**config.mk**
```make
export PLATFORM = sky130hd
export DESIGN_NAME = imem_resp
export DESIGN_NICKNAME = d
export VERILOG_FILES = /design/src/rtl/lc3_mem_pkg.sv /design/src/rtl/imem_array.sv /design/src/rtl/imem_resp.sv
export SDC_FILE = /design/constraint.sdc
export NUM_CORES = 2
export LEC_CHECK = 0
export ABC_AREA = 1
export BUFFER_PORTS_ARGS = -buffer_cell sky130_fd_sc_hd__buf_2
export CAP_MARGIN = 20
export CORE_ASPECT_RATIO = 1.75
export CORE_MARGIN = 4
export CORE_UTILIZATION = 45
export CTS_CLUSTER_DIAMETER = 150
export CTS_CLUSTER_SIZE = 24
export DETAILED_ROUTE_END_ITERATION = 8
export SYNTH_ARGS = -nofsm -noshare
export SYNTH_HDL_FRONTEND = slang
export SYNTH_SLANG_ARGS = --single-unit
export TNS_END_PERCENT = 100
```
**constraint.sdc**
```tcl
create_clock -name clk -period 6.2 [get_ports clk]
set_clock_uncertainty 0.2 [all_clocks]
set_input_delay 0.62 -clock clk [delete_from_list [all_inputs] [get_ports clk]]
set_output_delay 0.62 -clock clk [all_outputs]
set_load 0.005 [all_outputs]
```
**src/rtl/lc3_mem_pkg.sv**
```systemverilog
// lc3_mem_pkg: shared word width, default sizing and responder FSM state encoding
package lc3_mem_pkg;
    localparam int WORD_W          = 16;
    localparam int ADDR_W_DEF      = 8;
    localparam int WAIT_CYCLES_DEF = 2;
    typedef enum logic [1:0] {IDLE, WAIT, RESP} state_t;
endpackage

```
**src/rtl/imem_array.sv**
```systemverilog
// imem_array: 2**ADDR_W x WORD_W storage, synchronous write, combinational read, not reset
module imem_array import lc3_mem_pkg::*; #(
    parameter int ADDR_W = ADDR_W_DEF
) (
    input  logic              clk,
    input  logic              we,
    input  logic [ADDR_W-1:0] addr,
    input  logic [WORD_W-1:0] wdata,
    output logic [WORD_W-1:0] rdata
);
    logic [WORD_W-1:0] mem [1 << ADDR_W];
    // write port
    always_ff @(posedge clk)
        if (we) mem[addr] <= wdata;
    assign rdata = mem[addr];
endmodule

```
**src/rtl/imem_resp.sv**
```systemverilog
// imem_resp: single-outstanding instruction-memory responder with WAIT_CYCLES wait states
// optional IMEM_BOUNDS_CHECK_EN flags accesses whose upper address bits are nonzero
module imem_resp import lc3_mem_pkg::*; #(
    parameter int ADDR_W      = ADDR_W_DEF,
    parameter int WAIT_CYCLES = WAIT_CYCLES_DEF
) (
    input  logic              clk,
    input  logic              rst,
    input  logic              req_valid,
    output logic              req_ready,
    input  logic [WORD_W-1:0] req_addr,
    input  logic              req_we,
    input  logic [WORD_W-1:0] req_wdata,
    output logic              rsp_valid,
    output logic [WORD_W-1:0] rsp_data,
    output logic              rsp_err
);
    state_t            state, state_nx;
    logic [3:0]        cnt;
    logic [WORD_W-1:0] cap_addr, cap_wdata, rd_data, rsp_live, rsp_hold;
    logic              cap_we, accept, oob;

    assign req_ready = (state == IDLE) && !rst;
    assign accept    = req_valid && req_ready;
    assign rsp_valid = state == RESP;

`ifdef IMEM_BOUNDS_CHECK_EN
    assign oob = (cap_addr >> ADDR_W) != '0;
`else
    logic unused_hi;
    assign unused_hi = |(cap_addr >> ADDR_W);
    assign oob       = 1'b0;
`endif

    assign rsp_live = oob ? '0 : cap_we ? cap_wdata : rd_data;
    assign rsp_data = rsp_valid ? rsp_live : rsp_hold;
    assign rsp_err  = rsp_valid && oob;

    // next-state: IDLE -> WAIT/RESP on accept, WAIT -> RESP when count expires, RESP -> IDLE
    always_comb begin
        state_nx = state;
        if (state == IDLE && accept)
            state_nx = (WAIT_CYCLES == 0) ? RESP : WAIT;
        else if (state == WAIT && cnt == 4'd0)
            state_nx = RESP;
        else if (state == RESP)
            state_nx = IDLE;
    end

    // state register; reset aborts any access in flight
    always_ff @(posedge clk or posedge rst)
        if (rst) state <= IDLE;
        else     state <= state_nx;

    // request capture and wait-state counter
    always_ff @(posedge clk or posedge rst)
        if (rst) begin
            cnt       <= '0;
            cap_addr  <= '0;
            cap_we    <= 1'b0;
            cap_wdata <= '0;
        end else if (accept) begin
            cnt       <= (WAIT_CYCLES == 0) ? 4'd0 : 4'(WAIT_CYCLES - 1);
            cap_addr  <= req_addr;
            cap_we    <= req_we;
            cap_wdata <= req_wdata;
        end else if (state == WAIT && cnt != 4'd0) begin
            cnt <= cnt - 4'd1;
        end

    // keep the last response data visible between responses
    always_ff @(posedge clk or posedge rst)
        if (rst)            rsp_hold <= '0;
        else if (rsp_valid) rsp_hold <= rsp_live;

    imem_array #(.ADDR_W(ADDR_W)) u_array (
        .clk   (clk),
        .we    (rsp_valid && cap_we && !oob),
        .addr  (cap_addr[ADDR_W-1:0]),
        .wdata (cap_wdata),
        .rdata (rd_data)
    );
endmodule

```
After elaboration in Yosys (flattened, before gate mapping)
Memory sizes are Yosys's and may differ from the RTL's.
Cells that the tools add are included.
- register bits: 47
- bits in writable memories: 4096
- bits of input ports: 36
- word-level logic and storage cells: 31
- memories: 1
- memories (memory ; words ; bits a word ; read ports ; clocked after Yosys merged registers in ; write ports ; line ; source):
    u_array.mem ; 256 ; 16 ; 1 ; 0 ; 1 ; imem_array.sv:11 ; logic [WORD_W-1:0] mem [1 << ADDR_W];
- add/subtract/negate cells: 1
- equal/unequal tests: 2
- muxes and demuxes: 9
- reduce and logical (&&, ||, !) cells: 12
- operators with widths (kind ; number):
    2-to-1 mux 16 bit ; 2
    2-to-1 mux 4 bit ; 2
    logical AND 1 bit ; 6
    2-to-1 mux 2 bit ; 3
    logical NOT 4 bit ; 1
    nonzero test 4 bit ; 1
    subtractor 4 x 1 -> 4 bit (second input constant) ; 1
    nonzero test 3 bit ; 1
    == test 2 x 1 -> 1 bit (second input constant) ; 1
    == test 2 bit (second input constant) ; 1
    logical NOT 2 bit ; 1
    2-to-1 mux 1 bit ; 2
    nonzero test 2 bit ; 1
    logical NOT 1 bit ; 1

Longest topological paths before layout
- depth after elaboration: 5
- mapped depth: 19
- gate-level depth less buffers: 17

Modules after synthesis
Synthesis repeated with hierarchy kept, for this count alone.
- cells, all modules: 15884
- area total of the unflattened synthesis: 169834.1 um^2
- modules (own cells, without submodules) (module ; instances ; cells an instance ; area an instance (um^2)):
    imem_array ; 1 ; 15646 ; 167790.9
    imem_resp ; 1 ; 238 ; 2043.2

Worst setup path before layout
Ideal clock, no wire load.
- path kind: reg2out
- start: register cap_wdata[14]
- end: output port rsp_data[14]
- data arrival time: 3.749 ns
- path slack: 1.631 ns
- cell stages (with the launch flop): 5
- buffers on the path: 0
- cell sequence: dfrtp_1 -> inv_1 -> a21oi_1 -> nand2_1 -> nand2_1
- word-level cells in the longest chain between the ends: 2
- RTL lines (item ; line ; source):
    start: declaration ; imem_resp.sv:20 ; logic [WORD_W-1:0] cap_addr, cap_wdata, rd_data, rsp_live, rsp_hold;
    start signal: assignment ; imem_resp.sv:66 ; cap_wdata <= req_wdata;
    2-to-1 mux 16 bit ; imem_resp.sv:35 ; assign rsp_live = oob ? '0 : cap_we ? cap_wdata : rd_data;
    2-to-1 mux 16 bit ; imem_resp.sv:36 ; assign rsp_data = rsp_valid ? rsp_live : rsp_hold;
    end: declaration ; imem_resp.sv:15 ; output logic [WORD_W-1:0] rsp_data,
Every way passes these cells.

Final worst setup path
- start: register cap_addr[1]
- end: output port rsp_data[3]
- word-level cells in the longest chain between the ends: 3
- RTL lines (item ; line ; source):
    start: declaration ; imem_resp.sv:20 ;
    start signal: assignment ; imem_resp.sv:64 ; cap_addr <= req_addr;
    memory (256 x 16 bit) ; - ;
    2-to-1 mux 16 bit ; imem_resp.sv:35 ;
    2-to-1 mux 16 bit ; imem_resp.sv:36 ;
Every way passes these cells.

==> impl_metrics.env <==
export IMPL_status="finished, final reports clean"
export IMPL_finalSetupTns_ns=0
export IMPL_cp_startpoint="cap_addr[1]"
export IMPL_grt_max_degree=157
export IMPL_drt_first_pass_iters=7
export IMPL_ys_seq_area_share_pct=74.9
export IMPL_h_tree_depth=4
export IMPL_clk_pin_slew_ns=0.10
export IMPL_numCtsBuffers=198
export IMPL_antenna_found_initial=21
export IMPL_clkLatencyLatePin_ns=0.94
export IMPL_worst_path_most_repeated_cell="nand2_1"
export IMPL_min_from="req_wdata[14]"
export IMPL_cts_sinks=4143
export IMPL_hold_violations=0
export IMPL_core_area_um2=367000
export IMPL_relSlewSlack_pct=23.9
export IMPL_nets=14763
export IMPL_drt_wl_total_um=503000
export IMPL_io_buffers=45
export IMPL_timing_rr_start="cap_addr[1]"
export IMPL_drtIter0Drc=10200
export IMPL_vias_per_cell=5.44
export IMPL_root_buffer="clkbuf_16"
export IMPL_ys_seq_elements=4143
export IMPL_critical_path_slowest_cell="nor2_1"
export IMPL_p_leak_nw=67.6
export IMPL_cp_cell_sequence="inv_8 -> nor2_8 -> buf_4 -> nand2_1 -> nand3_1 -> nand2_1 -> nand2_1 -> nor2_1 -> nor2_1 -> nor2_1 -> nand2_1 -> nand2_1 -> nand3_1 -> o21bai_1 -> nand2_1 -> buf_2"
export IMPL_ant_nets=0
export IMPL_cp_end_kind="output port"
export IMPL_track_usage_pct=25.9
export IMPL_period_share_pct=100
export IMPL_synth_cell_type_count=26
export IMPL_gr_total_overflow=0
export IMPL_syn_to_final_growth_pct=8.61
export IMPL_vdd_drop_max_mv=0.455
export IMPL_cp_data_arrival_time_ns=5.38
export IMPL_maxCapViolCount=0
export IMPL_worstPathMaxFanout=36
export IMPL_detail_route_wl_per_cell_um=25.6
export IMPL_maxSlewViolCount=0
export IMPL_place_area_um2=174000
export IMPL_nFillCells=32209
export IMPL_ioPinCount=55
export IMPL_fin_total_pwr_mw=80.4
export IMPL_slowest_delay_ns=0.83
export IMPL_clockBufferDepth=4
export IMPL_die_y_um=811
export IMPL_whs_ns=0.233
export IMPL_setup_viol=0
export IMPL_synth_fp_nets=14673
export IMPL_worstHoldPathType="input port to flop"
export IMPL_grt_pass1_vias=100222
export IMPL_drive_gt1_share_pct=6.08
export IMPL_yosysWarningCount=0
export IMPL_min_period_ns=6.20
export IMPL_syn_area_um2=166000
export IMPL_path_class="flop to output port"
export IMPL_powerDensity_nw_per_um2=446
export IMPL_final_core_util_pct=49.1
export IMPL_worstMarginPinSlew_ns=1.14
export IMPL_num_rows=294
export IMPL_die_area_um2=379000
export IMPL_vias=106921
export IMPL_grt_pass1_wl_um=712000
export IMPL_required_ns=5.38
export IMPL_critPathLaunchType="flop"
export IMPL_synthCells=14636
export IMPL_gp_congestion=0.977
export IMPL_rsz0062_at_grt="false"
export IMPL_fmax_ghz=0.161
export IMPL_die_x_um=467
export IMPL_drc=0
export IMPL_cts_tree="yes"
export IMPL_syn_avg_cell_area_um2=11.3
export IMPL_design_area_um2=180000
export IMPL_hpwl_um=304000
export IMPL_initial_utilization_pct=45.2
-- worst max-delay path: cells and delay by family (launching register included) --
family                 cells  cell delay (ns)
AOI/OAI and AO/OA          1             0.12
buffers and inverters      3             0.84
and+or+nand+nor           12             2.77
DFF                        1             0.64
-- state kept, by name (all words and copies together) (netlist names) --
signal,cells
cap_wdata,16
cap_addr,8
state,2
rsp_hold,16
u_array.mem,4096
cnt,4
cap_we,1
-- metrics by stage --
step,setup slack (ns),std cells
floorplan,1.63,14636
finish,0.000663,19667
detailed placement,0.592,19375
global placement,0.525,19375
global route,0.0209,19664
CTS,0.0272,19656
-- power breakdown --
group | switching, mW | leakage [nW] | internal, mW
Sequential | 0.730 | 37.7 | 34.7
Combinational | 23.8 | 27.3 | 6.77
Clock | 8.39 | 2.57 | 5.98
-- cell usage after synthesis --
cell / count / share of area [%]
nand2_1: 7895 / 18
edfxtp_1: 4096 / 74
nor2_1: 729 / 1.6
clkbuf_1: 340 / 0.77
buf_2: 329 / 0.99
nand4_1: 283 / 1.1
nand3_1: 262 / 0.79
o21ai_1: 253 / 0.76
a21oi_1: 176 / 0.53
buf_1: 74 / 0.17
dfrtp_1: 47 / 0.71
a22oi_1: 42 / 0.19
o21ai_0: 36 / 0.11
inv_1: 32 / 0.072
buf_4: 9 / 0.041
o21bai_1: 9 / 0.041
nor3_1: 6 / 0.018
inv_2: 4 / 0.0090
buf_6: 3 / 0.020
clkinv_1: 3 / 0.0068
nor2_2: 2 / 0.0075
nor2_4: 2 / 0.014
a31oi_1: 1 / 0.0038
conb_1: 1 / 0.0023
ha_1: 1 / 0.0075
nor2_8: 1 / 0.012
-- cells in the final DEF (no fill, tap or decap), types with 45 or more instances in the layout --
cell type / netlist / final
nand2_1: 7895 / 7894
edfxtp_1: 4096 / 4096
nor2_1: 729 / 712
buf_4: 9 / 492
nand4_1: 283 / 283
o21ai_1: 253 / 255
nand3_1: 262 / 246
clkbuf_16: 0 / 202
a21oi_1: 176 / 176
buf_12: 0 / 81
buf_2: 329 / 45
-- kinds of logic after synthesis --
family | count (synthesis) | synth area share [%]
DFF | 4143 | 74.9
and+or+nand+nor | 9180 | 21.4
other | 1 | 0.00226
adders and majority gates | 1 | 0.00754
AOI/OAI and AO/OA | 517 | 1.64
buffers and inverters | 794 | 2.08
-- cell type report --
cell class | instances | area, um2 | area share, %
sequential | 4143 | 124000 | 69.0
multi-input combinational | 9700 | 38500 | 21.4
tap | 4884 | 6110 | 3.39
timing repair buffer | 644 | 5800 | 3.22
clock buffer | 245 | 5220 | 2.90
inverter | 39 | 181 | 0.101
clock inverter | 6 | 80.1 | 0.0444
antenna | 6 | 15.0 | 0.00833
-- per-layer routing --
metal  vias up  routed length [um]  GRT usage [%]  part of all wire, %
met2      4014              250000           44.6                   50
met1     52977              180000           30.5                   36
met3       943               32800           3.30                  6.5
met5         -                  26              0               0.0052
li1      48983                   -              -                    -
met4         4               40200           17.1                  8.0
-- path summary, 6_finish.rpt --
path	depth (start not counted)	slack [ns]	to
max	16	0.0007	rsp_data[3]
min	4	0.23	cap_wdata[14]
max reg2reg	7	1.35	u_array.mem[234][15]
min reg2reg	2	0.28	rsp_hold[8]
max in group asynchronous	4	4.83	cap_addr[1]
min in group asynchronous	4	0.29	cnt[2]
-- repair_timing --
item / CTS / global route
gates resized for setup: 8 / 7
pin swaps: 0 / 2
hold buffers: 26 / 0
gates cloned: 0 / 1
hold endpoints to repair: 72 / 0
buffers inserted: 4 / 4
setup endpoints to repair: 11 / 9
Power figures use the tool's default switching activity.
